===== config.mk =====
export PLATFORM = sky130hd
export DESIGN_NAME = match_controller
export DESIGN_NICKNAME = d
export VERILOG_FILES = /design/src/rtl/match_controller.sv
export SDC_FILE = /design/constraint.sdc
export NUM_CORES = 1
export LEC_CHECK = 0
export CAP_MARGIN = 0
export CORE_ASPECT_RATIO = 0.9
export CORE_UTILIZATION = 35
export CTS_CLUSTER_DIAMETER = 120
export DETAILED_ROUTE_END_ITERATION = 10
export PLACE_DENSITY_LB_ADDON = 0.05
export SKIP_LAST_GASP = 1
export SYNTH_ARGS = -nofsm -noshare
export SYNTH_HDL_FRONTEND = slang
export SYNTH_SLANG_ARGS = --single-unit

===== constraint.sdc =====
create_clock -name clk -period 6.95 [get_ports clk]
set_clock_uncertainty 0.15 [all_clocks]
set_input_delay 1.39 -clock clk [delete_from_list [all_inputs] [get_ports clk]]
set_output_delay 1.39 -clock clk [all_outputs]
set_load 0.02 [all_outputs]

===== src/rtl/match_controller.sv =====
// match_controller: match sequencer (idle/countdown/play/goal pause/over) around the ball controller; MATCH_TIMER_EN adds a match timer
module match_controller #(
  parameter int WIN_SCORE     = 5,
  parameter int TICKS_PER_SEC = 25000000,
  parameter int PAUSE_CYCLES  = 50000000,
  parameter int MATCH_SECONDS = 90
) (
  input  logic       clk,
  input  logic       reset,
  input  logic       start_btn,
  input  logic       blue_score_toggle,
  input  logic       red_score_toggle,
  output logic       game_initiated,
  output logic       game_over,
  output logic [3:0] blue_score,
  output logic [3:0] red_score,
  output logic [1:0] winner,
  output logic [1:0] countdown,
  output logic [2:0] match_state,
  output logic [7:0] time_left
);
  localparam int SW = $clog2(TICKS_PER_SEC);
  localparam int PW = $clog2(PAUSE_CYCLES + 1);
`ifdef MATCH_TIMER_EN
  localparam bit TIMER_EN = 1'b1;
`else
  localparam bit TIMER_EN = 1'b0;
`endif
  localparam logic [7:0] TL_LOAD = TIMER_EN ? 8'(MATCH_SECONDS) : 8'd0;
  typedef enum logic [2:0] {IDLE, COUNTDOWN, PLAY, GOAL_PAUSE, OVER} state_t;
  state_t state_q, state_d;
  logic [SW-1:0] sec_q, sec_d;
  logic [PW-1:0] pause_q, pause_d;
  logic [3:0] blue_q, blue_d, red_q, red_d, nb, nr;
  logic [1:0] win_q, win_d, cd_q, cd_d;
  logic [7:0] tl_q, tl_d;
  logic init_q, init_d, over_q, over_d;
  logic start_prev_q, blue_prev_q, red_prev_q;
  logic start_edge, goal_b, goal_r, wrap, win_b, win_r, expire;
  always_comb begin
    start_edge = start_btn & ~start_prev_q;
    goal_b = blue_score_toggle ^ blue_prev_q;
    goal_r = red_score_toggle ^ red_prev_q;
    wrap = sec_q == SW'(TICKS_PER_SEC - 1);
    nb = blue_q + {3'd0, goal_b};
    nr = red_q + {3'd0, goal_r};
    win_b = nb == 4'(WIN_SCORE);
    win_r = nr == 4'(WIN_SCORE);
    state_d = state_q;
    sec_d = wrap ? '0 : sec_q + 1'b1;
    pause_d = pause_q;
    blue_d = blue_q;
    red_d = red_q;
    win_d = win_q;
    cd_d = cd_q;
    tl_d = tl_q;
`ifdef MATCH_TIMER_EN
    expire = wrap && tl_q == 8'd1 && (state_q == PLAY || state_q == GOAL_PAUSE);
    if (wrap && (state_q == PLAY || state_q == GOAL_PAUSE)) tl_d = tl_q - 8'd1;
`else
    expire = 1'b0;
`endif
    case (state_q)
      IDLE, OVER: if (start_edge) begin
        state_d = COUNTDOWN;
        blue_d = '0;
        red_d = '0;
        win_d = '0;
        cd_d = 2'd3;
        sec_d = '0;
        tl_d = TL_LOAD;
      end
      COUNTDOWN: if (wrap) begin
        cd_d = cd_q - 2'd1;
        state_d = cd_q == 2'd1 ? PLAY : COUNTDOWN;
      end
      PLAY: begin
        blue_d = nb;
        red_d = nr;
        if (win_b || win_r) begin
          state_d = OVER;
          win_d = {win_r, win_b};
        end else if (expire) begin
          state_d = OVER;
          win_d = nb > nr ? 2'd1 : nr > nb ? 2'd2 : 2'd3;
        end else if (goal_b || goal_r) begin
          state_d = GOAL_PAUSE;
          pause_d = PW'(PAUSE_CYCLES - 1);
        end
      end
      GOAL_PAUSE: begin
        if (expire) begin
          state_d = OVER;
          win_d = blue_q > red_q ? 2'd1 : red_q > blue_q ? 2'd2 : 2'd3;
        end else if (pause_q == '0) state_d = PLAY;
        else pause_d = pause_q - 1'b1;
      end
      default: state_d = IDLE;
    endcase
    over_d = state_d == IDLE || state_d == OVER;
    init_d = state_d == PLAY && state_q != PLAY;
  end
  always_ff @(posedge clk) begin
    if (reset) begin
      state_q <= IDLE;
      sec_q <= '0;
      pause_q <= '0;
      blue_q <= '0;
      red_q <= '0;
      win_q <= '0;
      cd_q <= '0;
      tl_q <= '0;
      init_q <= 1'b0;
      over_q <= 1'b1;
    end else begin
      state_q <= state_d;
      sec_q <= sec_d;
      pause_q <= pause_d;
      blue_q <= blue_d;
      red_q <= red_d;
      win_q <= win_d;
      cd_q <= cd_d;
      tl_q <= tl_d;
      init_q <= init_d;
      over_q <= over_d;
    end
    start_prev_q <= start_btn;
    blue_prev_q <= blue_score_toggle;
    red_prev_q <= red_score_toggle;
  end
  assign game_initiated = init_q;
  assign game_over = over_q;
  assign blue_score = blue_q;
  assign red_score = red_q;
  assign winner = win_q;
  assign countdown = cd_q;
  assign match_state = state_q;
  assign time_left = tl_q;
endmodule


==> impl_metrics.tcl <==
set metrics [dict create \
    cp_max_fo 17 \
    overflow 0 \
    drc 0 \
    synth.largest_area_cell "dfxtp_1" \
    timing.rr.start "red_prev_q$_DFF_P_" \
    routed_via_density 4.92 \
    mappedNetlistArea_mm2 0.00325 \
    required_ns 7.02 \
    cts_buffers 9 \
    coreArea_mm2 0.00877 \
    grt_usage_pct 15.4 \
    startpoint_type "primary input" \
    synth.area.mux_share_pct 0 \
    io_pins 30 \
    cp_slowest_cell "a211oi_1" \
    cpPeakStageDelay_ns 0.57 \
    synth_seq_cells 71 \
    cts.sinks 71 \
    vias 2530 \
    critPathArrivalTime_ns 4.40 \
    port_buffers 21 \
    final_common_cell "dfxtp_1" \
    worst_pin_slew_ns 0.847 \
    timing_worst_setup_path_type "in2reg" \
    mostFrequentLayoutCells "dfxtp_1, nor2_1, xor2_1" \
    synth_ff_type "dfxtp_1" \
    cp_cell_sequence "clkdlybuf4s50_1 -> xor2_1 -> ha_1 -> ha_1 -> xnor2_1 -> a2111oi_0 -> a211oi_1 -> nand2_1 -> nand2b_1 -> nor2_1" \
    placed_cell_area_mm2 0.00354 \
    grt_first_pass_wirelength_mm 11.9 \
    fp-row-count 32 \
    nFillCells 900 \
    fmax_mhz 231 \
    rsz0062_at_grt "no" \
    synth_top_family_by_area "simple AND/OR/NAND/NOR gates" \
    slew_viol_final 0 \
    netlist_top_cells_area "dfxtp_1, xor2_1, nor2_1, xnor2_1, nand3_1" \
    post_cts_resized 0 \
    synth-seq-area-share_pct 43.8 \
    nets 402 \
    postCtsSetupRepairBufs 0 \
    die_w_um 104 \
    outcome "finished, final reports clean" \
    relSlewSlack_pct 43.5 \
    synth_fa_ha_area_share_pct 2.70 \
    min_period_ns 4.34 \
    async_flop_share_pct 0 \
    die-area_mm2 0.00967 \
    die_y_um 93.4 \
    design_area_mm2 0.00373 \
    ant_nets 0 \
    instances_no_fill 514 \
    dp_cells 498 \
    clock_path_buffers 2 \
    start_util_pct 37.0 \
    synth_xor_xnor_area_share_pct 13.2 \
    totalWireLength_mm 6.69 \
    p_leak_nw 1.33 \
    syn_to_final_growth_pct 14.7 \
    hold_violations 0 \
    drt-initial-drc-count 74 \
    cts_htree_levels 3 \
    cts-root-buf "clkbuf_8" \
    final-seq-area_mm2 0.00142 \
    hpwl_mm 4.61 \
    crit_top_cell "ha_1" \
    synth-compound-area-share_pct 10.9 \
    antenna_cells 0 \
    synth_cells 370 \
    ctsHoldBuffers 0 \
    yosys.area_share.simple_pct 24.9 \
    dr.pass1.iters 4 \
    pre_cts_ws_ns 2.17 \
    drv_cap 0 \
    power_density_mw_per_mm2 207 \
    grt_max_degree 35 \
    setup-violations-final 0 \
    clkTransAtPathRegs_ns 0.08 \
    crit_path_end_kind "flip-flop" \
    tns_ns 0 \
    grt_antenna_before_repair 0 \
    worstHoldStart "winner[1]$_SDFFE_PP0P_" \
    fin_crit_sh_pct 62.4 \
    crit_start "red_score_toggle" \
    synth_edf_count 0 \
    grt_pass1_vias 2479 \
    ir_drop_mv 0.104 \
    wl_per_cell_um 13.0 \
    place_congestion 0.710 \
    synth_top_area_share_pct 43.8 \
    yosysWarnings 0 \
    drive_above_1_share_pct 6.08 \
    crit_family "simple AND/OR/NAND/NOR gates" \
    layout_setup_ws_ns 2.61 \
    ys_types 47 \
    finalPower_mw 0.771 \
    worstHoldPathType "reg2reg" \
    avgSynthCellArea_um2 8.78 \
    clock_insertion_delay_worst_skew_ns 0.34 \
    path_buf_inv 1 \
    cts_tree "done" \
    multi_input_area_mm2 0.00171 \
]
[worst min-delay path, cell delays in order, from the launching register on]
cell,delay (ns)
dfxtp_1,0.33
nand2_1,0.06
a21oi_1,0.05
[per-layer routing]
metal | track usage, % | part of all wire, %
met3 | 5.23 | 4.6
met5 | 0 | 0
met2 | 23.0 | 41
met1 | 21.2 | 54
met4 | 3.99 | 0.66
[path summary, 6_finish.rpt]
kind / to / slack (ns) / depth (start not counted)
worst min register to register: winner[1]$_SDFFE_PP0P_ / 0.34 / 2
worst max-delay path: pause_q[16]$_SDFFE_PP0P_ / 2.61 / 10
worst min-delay path: winner[1]$_SDFFE_PP0P_ / 0.34 / 2
worst max register to register: pause_q[16]$_SDFFE_PP0P_ / 3.84 / 9
[flip-flops by register name (all words and copies together) (netlist names)]
name,count
game_over,1
game_initiated,1
pause_q,26
blue_score,4
match_state,3
red_prev_q,1
winner,2
start_prev_q,1
blue_prev_q,1
countdown,2
red_score,4
sec_q,25
[synth_stat cells, types with 2 or more instances]
| master | count |
|---|---|
| a311oi_1 | 2 |
| nand2b_1 | 3 |
| or2_2 | 2 |
| clkbuf_1 | 9 |
| or3_1 | 3 |
| nor4_1 | 10 |
| xnor2_1 | 21 |
| inv_1 | 8 |
| a31oi_1 | 5 |
| nor3b_1 | 2 |
| dfxtp_1 | 71 |
| xor2_1 | 28 |
| nor4b_1 | 3 |
| ha_1 | 7 |
| buf_4 | 8 |
| nand4_1 | 8 |
| o31ai_1 | 2 |
| nand2_1 | 21 |
| o41ai_1 | 2 |
| nor3_1 | 11 |
| nor2_1 | 59 |
| or4_1 | 6 |
| nand3b_1 | 2 |
| and3_1 | 6 |
| a22oi_1 | 4 |
| buf_2 | 3 |
| a21oi_1 | 19 |
| o21ai_0 | 4 |
| a211oi_1 | 4 |
| nand3_1 | 20 |
[where the power goes]
group	leakage [nW]	total [mW]	switching, mW	internal (mW)
Sequential	0.574	0.414	0.00361	0.410
Combinational	0.655	0.0340	0.0222	0.0118
Clock	0.100	0.323	0.148	0.174
[per-stage QoR]
stage / hold WS [ns] / utilization [%]
detailed placement: 0.311 / 40.3
global placement: 0.315 / 40.3
global route: 0.344 / 42.5
CTS: 0.332 / 42.5
floorplan: 0.292 / -
finish: 0.337 / 42.5
[cells by family after synthesis]
family | after synthesis
simple gates | 161
fa+ha+maj | 7
flops | 71
other cells | 1
compound gates | 52
xor+xnor | 49
buf+inv | 29
[layout make-up]
| cell class | instances | share of cell area [%] |
|---|---|---|
| Clock buffer | 12 | 3.90 |
| Clock inverter | 4 | 1.21 |
| Inverter | 8 | 0.806 |
| Multi-Input combinational cell | 277 | 45.9 |
| Sequential cell | 71 | 38.1 |
| Tap cell | 119 | 4.00 |
| Timing Repair Buffer | 23 | 6.04 |
Note: power is estimated with default switching activity, not from simulation.
==> RTL change, RTL diff (same settings) <==
The option `MATCH_TIMER_EN` is turned on by a define.
--- a/src/rtl/match_controller.sv
+++ b/src/rtl/match_controller.sv
@@ -1,3 +1,5 @@
 // match_controller: match sequencer (idle/countdown/play/goal pause/over) around the ball controller; MATCH_TIMER_EN adds a match timer
+`define MATCH_TIMER_EN
+
 module match_controller #(
   parameter int WIN_SCORE     = 5,
Function: changed (a bounded check fails within 4 cycles, from zero or initial values and one cycle with reset high).
==> RTL change against the original RTL <==
Routed wire length increased by 38%; total power increased by 38%; setup slack worse by 0.44 ns; design area grew 28%; sequential cell count rose by 8; synthesized area increased by 24%; global-route usage grew 1.2 points; die area increased by 24%; count of clock-buffer cells in the layout increased by 1; largest cell class unchanged; highest routed layer unchanged.
==> RTL change: results (changes against the original RTL) <==
Hold Path Depth=1 (-1); # Post-CTS Setup Buffers=0 (unchanged); Hold Crit Class=reg2reg; Max VDD drop=132 uV (+28%); DP HPWL=6520 um (+42%); initial drt markers=139 (+88%); status=finished, final reports clean; TritonCTS buffer count=9 (unchanged); WP data arrival=4.90 ns (+0.50 ns); Worst path top cell family by delay=simple AND/OR/NAND/NOR gates; detailed-route wire length=9260 um (+38%); largest net degree at the start of global routing=40 (+14%); Yosys cell types=48 (+2.1%); ANT cells=0 (unchanged); Synth Area in Adders=5.28% (+2.6 points); Main synth FF type=dfxtp_1; RD Place Congestion=0.805 (+13%); post-synthesis mux area share=0.528% (+0.53 points); nets@finish=527 (+31%); Largest Register=pause_q; setup TNS=0 ns (unchanged); gr usage total=16.6% (+1.2 points); DP Worst Slack=1.81 ns (-0.366 ns); Yosys warnings=0 (unchanged); Seq/Total Area, Yosys=39.2% (-4.5 points); slowest stage delay, CP=0.61 ns (+0.04 ns); P_leak=1.80 nW (+35%); synth cell count leaders=dfxtp_1 (79), nor2_1 (72), nand2_1 (29); Max transition margin=48.2% (+4.7 points); first-pass GRT wire length=15800 um (+33%); Async SR Flop Fraction=0% (unchanged); CP Max Fanout=18 (+1); cell count of the worst reg-to-reg path=10 (+1); port bufs=29 (+38%); Reg clk slew, reported paths=0.06 ns (-0.02 ns); number of global-route vias before repair=3171 (+28%); XOR/XNOR share of the synthesized area=11.7% (-1.5 points); post-cts sizing count=0 (unchanged); Largest register FFs=26 (unchanged); clk buf depth=2 (unchanged); Compound-Gate Fraction of Synth Area=9.31% (-1.6 points); fraction of layout cells with a size suffix above 1=5.10% (-0.98 points); Fill cells=1113 (+24%); via count=3355 (+33%); clock network latency to the later pin of the worst-skew pair=0.33 ns; DRT Pass-1 Iters=4 (unchanged); slowest CP cell=or3_1; Syn Nets=504; largest cells by area after synthesis=dfxtp_1 (39%), nor2_1 (6.7%), xnor2_1 (5.9%), xor2_1 (5.9%), ha_1 (5.3%); H-tree Lvls=3 (unchanged); initial antenna violation count=0 (unchanged); Root Buffer=clkbuf_16
[RTL change: where the power goes]
group          internal [W]  total [W]  switching (W)
registers          0.000458   0.000465     0.00000684
clock network      0.000361   0.000542       0.000180
logic             0.0000212  0.0000532      0.0000320
[RTL change: per-stage QoR]
step,power [W],cell area [um2],instances,hold WS (ns)
after floorplan,0.000509,4030,482,0.288
after global placement,0.000529,4430,646,0.310
after detailed placement,0.000529,4430,646,0.325
after CTS,0.00108,4770,662,0.335
after global routing,0.00110,4770,662,0.364
final,0.00106,4770,662,0.341
[RTL change: logic make-up after synthesis]
family | count (synthesis)
buffers and inverters | 38
AO/OA/AOI/OAI | 62
flip-flops | 79
adder cells (fa/ha/maj) | 17
AND/OR/NAND/NOR | 230
XOR/XNOR | 54
multiplexers | 2
[RTL change: final cells by class]
type,instances,area [um2],area share (%)
Clock inverter,3,90.1,1.89
Sequential cell,79,1580,33.1
Tap cell,152,190,3.99
Clock buffer,13,250,5.25
Multi-Input combinational cell,365,2290,47.9
Inverter,20,75.1,1.57
Timing Repair Buffer,30,298,6.24
[RTL change: final timing paths]
check / startpoint / end / slack (ns)
max: red_score_toggle / pause_q[16]$_SDFFE_PP0P_ / 2.18
min: sec_q[0]$_SDFF_PP0_ / sec_q[0]$_SDFF_PP0_ / 0.34
max reg2reg: red_prev_q$_DFF_P_ / pause_q[16]$_SDFFE_PP0P_ / 3.42
min reg2reg: sec_q[0]$_SDFF_PP0_ / sec_q[0]$_SDFF_PP0_ / 0.34
[RTL change: routing by layer]
metal / global-route usage (%) / vias up / wire length [um]
met2: 24.4 / 44 / 3870
met5: 0 / - / 0
met4: 4.92 / 0 / 96
li1: - / 1738 / -
met1: 23.7 / 1565 / 5020
met3: 4.15 / 8 / 274
